==> src/rtl/game_control_timed.sv <==
// game_control_timed
// Top-level controller for the sequence-recall game. It runs one round per
// generated sequence: it asks the generator for a new sequence, waits for the
// player to press enter within the response window, samples the checker's
// verdict and then updates the score, mistake and level counters it owns.
// A round with no answer before the window closes counts as a mistake.
// When the mistake limit is reached the game parks in DONE until enter is
// pressed again.
//
// Ports
//   clk_i            system clock
//   rst_ni           asynchronous active-low reset
//   enter_i          debounced enter button (level, rising edge used)
//   sequenceCheck_i  1 = player input matches the generated sequence
//   sequenceLd_o     1-cycle strobe, generator loads a new sequence
//   scoreLd_o        1-cycle strobe, correct answer scored
//   mistakesLd_o     1-cycle strobe, mistake recorded (wrong answer or timeout)
//   timeout_o        1-cycle strobe, round ended by timeout
//   gameOver_o       high while the game is over (DONE)
//   score_o          current score, saturating
//   mistakes_o       current mistake count
//   level_o          current level, saturating at MAX_LEVEL
//   timeLeft_o       cycles remaining in the response window, 0 outside PAUSE
//   stateOut_o       current state encoding
module game_control_timed #(
    parameter int MAX_MISTAKES = 3,
    parameter int SCORE_W      = 8,
    parameter int TIMEOUT_CYC  = 50_000_000,
    parameter int TIMER_W      = 26,
    parameter int LEVEL_STEP   = 4,
    parameter int MAX_LEVEL    = 7,
    localparam int MIST_W      = $clog2(MAX_MISTAKES + 1),
    localparam int LEVEL_W     = $clog2(MAX_LEVEL + 1)
) (
    input  logic               clk_i,
    input  logic               rst_ni,
    input  logic               enter_i,
    input  logic               sequenceCheck_i,
    output logic               sequenceLd_o,
    output logic               scoreLd_o,
    output logic               mistakesLd_o,
    output logic               timeout_o,
    output logic               gameOver_o,
    output logic [SCORE_W-1:0] score_o,
    output logic [MIST_W-1:0]  mistakes_o,
    output logic [LEVEL_W-1:0] level_o,
    output logic [TIMER_W-1:0] timeLeft_o,
    output logic [4:0]         stateOut_o
);

    typedef enum logic [4:0] {
        HALTED   = 5'd0,
        GENERATE = 5'd1,
        PAUSE    = 5'd2,
        CHECK    = 5'd3,
        UPDATE   = 5'd4,
        DONE     = 5'd5,
        TIMEOUT  = 5'd6
    } state_e;

    localparam logic [SCORE_W-1:0] SCORE_MAX    = {SCORE_W{1'b1}};
    localparam logic [SCORE_W-1:0] STEP_L       = SCORE_W'(LEVEL_STEP);
    localparam logic [MIST_W-1:0]  MIST_MAX     = MIST_W'(MAX_MISTAKES);
    localparam logic [LEVEL_W-1:0] LEVEL_MAX    = LEVEL_W'(MAX_LEVEL);
    localparam logic [TIMER_W-1:0] TIMEOUT_FULL = TIMER_W'(TIMEOUT_CYC);
    localparam logic [TIMER_W-1:0] TIMEOUT_LAST = TIMER_W'(TIMEOUT_CYC - 1);
    localparam logic               TIMEOUT_EN   = (TIMEOUT_CYC != 0);

    state_e             state_q, state_d;
    logic               enterPrev_q;
    logic               check_q, check_d;
    logic [SCORE_W-1:0] score_q, score_d;
    logic [MIST_W-1:0]  mistakes_q, mistakes_d;
    logic [LEVEL_W-1:0] level_q, level_d;
    logic [TIMER_W-1:0] timer_q, timer_d;

    logic               seqLd_q, scoreLd_q, mistLd_q, timeout_q, gameOver_q;
    logic [TIMER_W-1:0] timeLeft_q;

    logic               enterEdge;
    logic [SCORE_W-1:0] scoreInc;
    logic [MIST_W-1:0]  mistInc;

    // A held button produces only one edge, so a press that started before
    // PAUSE (or in DONE) cannot trigger a second transition.
    assign enterEdge = enter_i & ~enterPrev_q;

    // Next-state and counter logic. Counters only move on the edge that
    // leaves HALTED, UPDATE or TIMEOUT; UPDATE trusts the verdict latched
    // in CHECK so a late change of sequenceCheck_i cannot affect scoring.
    always_comb begin
        state_d    = state_q;
        check_d    = check_q;
        score_d    = score_q;
        mistakes_d = mistakes_q;
        level_d    = level_q;
        timer_d    = timer_q;
        scoreInc   = (score_q == SCORE_MAX) ? score_q : score_q + SCORE_W'(1);
        mistInc    = mistakes_q + MIST_W'(1);

        case (state_q)
            HALTED: begin
                score_d    = '0;
                mistakes_d = '0;
                level_d    = '0;
                timer_d    = '0;
                check_d    = 1'b0;
                state_d    = GENERATE;
            end
            GENERATE: begin
                timer_d = '0;
                state_d = PAUSE;
            end
            PAUSE: begin
                timer_d = timer_q + TIMER_W'(1);
                // A press on the last cycle of the window still counts.
                if (enterEdge) begin
                    state_d = CHECK;
                end else if (TIMEOUT_EN && (timer_q == TIMEOUT_LAST)) begin
                    state_d = TIMEOUT;
                end
            end
            CHECK: begin
                check_d = sequenceCheck_i;
                state_d = UPDATE;
            end
            UPDATE: begin
                if (check_q) begin
                    score_d = scoreInc;
                    if ((scoreInc != '0) && ((scoreInc % STEP_L) == '0)
                        && (level_q != LEVEL_MAX)) begin
                        level_d = level_q + LEVEL_W'(1);
                    end
                    state_d = GENERATE;
                end else begin
                    mistakes_d = mistInc;
                    state_d    = (mistInc == MIST_MAX) ? DONE : GENERATE;
                end
            end
            TIMEOUT: begin
                mistakes_d = mistInc;
                state_d    = (mistInc == MIST_MAX) ? DONE : GENERATE;
            end
            DONE: begin
                if (enterEdge) begin
                    state_d = HALTED;
                end
            end
            default: begin
                state_d = HALTED;
            end
        endcase
    end

    // State, counters and outputs. Outputs are registered from the next
    // state so each strobe is high exactly during the state it belongs to.
    always_ff @(posedge clk_i or negedge rst_ni) begin
        if (!rst_ni) begin
            state_q     <= HALTED;
            enterPrev_q <= 1'b0;
            check_q     <= 1'b0;
            score_q     <= '0;
            mistakes_q  <= '0;
            level_q     <= '0;
            timer_q     <= '0;
            seqLd_q     <= 1'b0;
            scoreLd_q   <= 1'b0;
            mistLd_q    <= 1'b0;
            timeout_q   <= 1'b0;
            gameOver_q  <= 1'b0;
            timeLeft_q  <= '0;
        end else begin
            state_q     <= state_d;
            enterPrev_q <= enter_i;
            check_q     <= check_d;
            score_q     <= score_d;
            mistakes_q  <= mistakes_d;
            level_q     <= level_d;
            timer_q     <= timer_d;
            seqLd_q     <= (state_d == GENERATE);
            scoreLd_q   <= (state_d == UPDATE) && check_d;
            mistLd_q    <= ((state_d == UPDATE) && !check_d) || (state_d == TIMEOUT);
            timeout_q   <= (state_d == TIMEOUT);
            gameOver_q  <= (state_d == DONE);
            timeLeft_q  <= (state_d == PAUSE) ? (TIMEOUT_FULL - timer_d) : '0;
        end
    end

    assign sequenceLd_o = seqLd_q;
    assign scoreLd_o    = scoreLd_q;
    assign mistakesLd_o = mistLd_q;
    assign timeout_o    = timeout_q;
    assign gameOver_o   = gameOver_q;
    assign score_o      = score_q;
    assign mistakes_o   = mistakes_q;
    assign level_o      = level_q;
    assign timeLeft_o   = timeLeft_q;
    assign stateOut_o   = state_q;

endmodule

==> config.mk <==
export PLATFORM = sky130hd
export DESIGN_NAME = game_control_timed
export DESIGN_NICKNAME = d
export VERILOG_FILES = /design/src/rtl/game_control_timed.sv
export SDC_FILE = /design/constraint.sdc
export NUM_CORES = 1
export LEC_CHECK = 0
export CAP_MARGIN = 10
export CORE_MARGIN = 2
export CORE_UTILIZATION = 48
export CTS_CLUSTER_SIZE = 40
export DETAILED_ROUTE_END_ITERATION = 10
export PLACE_DENSITY = 0.69
export SYNTH_ARGS = -nofsm -noshare
export SYNTH_HDL_FRONTEND = slang
export SYNTH_SLANG_ARGS = --single-unit
==> constraint.sdc <==
create_clock -name clk_i -period 3.15 [get_ports clk_i]
set_input_delay 0.7875 -clock clk_i [delete_from_list [all_inputs] [get_ports clk_i]]
set_output_delay 0.7875 -clock clk_i [all_outputs]
set_load 0.005 [all_outputs]
==> results.toml <==
[finish]
final_cell_mix = "dfrtp_1 (77), clkdlybuf4s50_1 (51), nor2_1 (48)"
fillers = 746
drive_above_1_share = 0.146
nets = 553
n_antenna_cell = 0
fin_cells = 656
areaGrowthSynthToFinish_pct = 25.7
final_common_cell = "dfrtp_1"

[placed_design]
dp_hpwl_um = 7620
gp_congestion = 0.957
port-buffer-count = 52
dp.cells = 639

[floorplan]
fp.coreArea_mm2 = 0.00868
die_x_um = 98.6
fp.dieArea_mm2 = 0.00971
ioPinCount = 53
die_height_um = 98.6
initial_core_util = 0.495
num_rows = 34

[power_and_ir_drop]
peakVddDrop_mv = 0.193
p_leak_nw = 2.38
finalPower_mw = 2.05
powerDensity_mw_per_mm2 = 380

[synth]
syn_area_mm2 = 0.00429
ys_top_cells_by_area = "dfrtp_1 (45%), nor2_1 (4.2%), nand2_1 (3.8%)"
syn_avg_cell_area_um2 = 9.29
yosys_most_used_dff = "dfrtp_1"
ys_ff_latch = 77
async_flop_share = 1.00
yosysTopAreaCellShare = 0.449
synth_edf_count = 0
yosysSeqAreaShare = 0.449
yosys_warnings = 0
synth_cell_types = 70
synthCells = 462
yosysTopAreaCell = "dfrtp_1"

[hold_path]
holdPathStages = 1
min_from = "level_o[2]$_DFFE_PN0P_"
hp-class = "flip-flop to flip-flop"
hold_end = "level_o[2]$_DFFE_PN0P_"

[grt]
grt_max_degree = 78
grt_pass1_vias = 3636
grt_pass1_wl_um = 17800
antenna_found_initial = 0
grt_use_total = 0.229
grt_overflow_total = 0

[job]
max-cap-violations = 0

[clock_tree]
hold_buffers = 0
numCtsBuffers = 9
cts_root_buf = "clkbuf_8"
clk_path_buf_depth = 2
cts_tree = "yes"
cts_sinks = 77
cts_max_level = 3
path_clk_slew_ns = 0.08
clkLatencyLatePin_ns = 0.36

[critical_path]
r2r_cells = 8
startpoint = "stateOut_o[3]$_DFF_PN0_"
regToRegStartpoint = "stateOut_o[3]$_DFF_PN0_"
crit_arrival_ns = 3.30
slowest_stage = "or4_1"
critical_path_class = "flip-flop to flip-flop"
crit_path_max_fanout = 13
path_cells = "or3_4 -> or2_1 -> or4_1 -> nand3_2 -> nand2_1 -> a211o_1 -> a21oi_1 -> mux2i_1"
startpoint_type = "flip-flop"
critPathBufInv = 0
critical_path.top_delay_family = "simple AND/OR/NAND/NOR gates"
endpoint_kind = "flip-flop"
r2r_end = "timeLeft_o[23]$_DFF_PN0_"
required_ns = 3.44
max_stage_delay_ns = 0.54
r2r_slack_ns = 0.14

[timing]
final_hold_viol_count = 0
min_period_over_period = 0.955
setup_tns_ns = 0
min_period_ns = 3.01
setup_violations = 0
rsz0062_at_grt = "true"
worstMarginPinSlew_ns = 0.956
maxSlewViolCount = 0
relSlewSlack = 0.363
clock.fmax_ghz = 0.332
fin_skew_ns = 0.00853

[drt]
first_pass_iters = 5
routed_wl_um = 10400
viasPerCell = 5.79
postRouteAntennaNets = 0
drc = 0
wl_per_cell_um = 15.9
drtIter0Drc = 241
vias = 3795

[status]
status = "complete, no violations"
-- per-layer routing --
metal  share of wire  vias up  routed length (um)  GRT usage
met2            0.49       78                5110      0.375
met1            0.45     1848                4650      0.307
li1                -     1853                   -          -
met4           0.017        0                 181     0.0632
met3           0.045       16                 472     0.0553
met5               0        -                   0          0
-- cells in the mapped netlist (5+ instances only) --
cell	instances
nor3_1	16
o31ai_1	7
or3_1	6
buf_2	7
mux2i_1	9
a22o_1	5
xor2_1	10
nand3_1	21
nor2_1	48
o21ai_0	22
nor4_1	6
dfrtp_1	77
inv_1	19
xnor2_1	10
nand4_1	10
clkbuf_1	9
ha_1	6
a21oi_1	22
nand2_1	43
and3_1	8
or4_1	9
a31oi_1	6
nand2b_1	7
-- stage by stage --
stage	hold WS [ns]	cell area, um^2	setup slack (ns)	util
4_1_cts	0.560	5390	0.0852	0.621
6_report	0.553	5400	0.142	0.622
2_1_floorplan	0.492	4300	0.414	-
3_3_place_gp	0.520	5170	0.0545	0.596
5_1_grt	0.587	5400	-0.00998	0.622
3_5_place_dp	0.539	5170	-0.0594	0.596
-- cells by family (layout without fill, tap and decap cells) --
family                     count (synthesis)  after routing  synth area share
DFF                                       77             77             0.449
xor gates and xnor gates                  20             20            0.0408
and+or+nand+nor                          196            196             0.238
other                                      1              2          0.000874
AOI/OAI and AO/OA                        111            111             0.187
adders and majority gates                  6              6            0.0175
buffers and inverters                     39            124            0.0379
muxes                                     12             12            0.0289
-- report_power, final --
part	switching, mW	internal [mW]
Sequential	0.0192	1.00
Combinational	0.115	0.0958
Clock	0.372	0.445
-- timing repair --
action,in CTS,in global routing
setup endpoints to repair,0,7
setup buffers,0,1
resized for setup,0,1
-- cell type report --
cell class / count / area (um^2) / area share
repair buffers: 89 / 833 / 0.154
well taps: 108 / 135 / 0.0250
multi-input cells: 347 / 2210 / 0.410
inverters: 19 / 71.3 / 0.0132
flip-flops and latches: 77 / 1930 / 0.357
clock buffers: 10 / 128 / 0.0237
clock inverters: 6 / 87.6 / 0.0162
-- flip-flops by register name, indices dropped and copies added (netlist names), 2 cells and up --
register    flops
timeLeft_o     26
score_o         8
timer_q        26
mistakes_o      2
stateOut_o      5
level_o         3
-- worst max-delay path by stage --
stage / endpoint / slack [ns] / cells after the start
floorplan: timeLeft_o[23]$_DFF_PN0_ / 0.41 / 10
global placement: timeLeft_o[25]$_DFF_PN0_ / 0.05 / 8
detailed placement: timeLeft_o[25]$_DFF_PN0_ / -0.06 / 8
CTS: timeLeft_o[25]$_DFF_PN0_ / 0.09 / 10
global route: timeLeft_o[23]$_DFF_PN0_ / -0.01 / 9
finish: timeLeft_o[23]$_DFF_PN0_ / 0.14 / 8
-- worst reg2reg max path, cell delays in order, from the launching register on --
cell and delay [ns]:
dfrtp_1 0.52, or3_4 0.51, or2_1 0.34, or4_1 0.55, nand3_2 0.14, nand2_1 0.13, a211o_1 0.35, a21oi_1 0.20
mux2i_1 0.19
No activity file was read; power rests on OpenSTA's default activity.
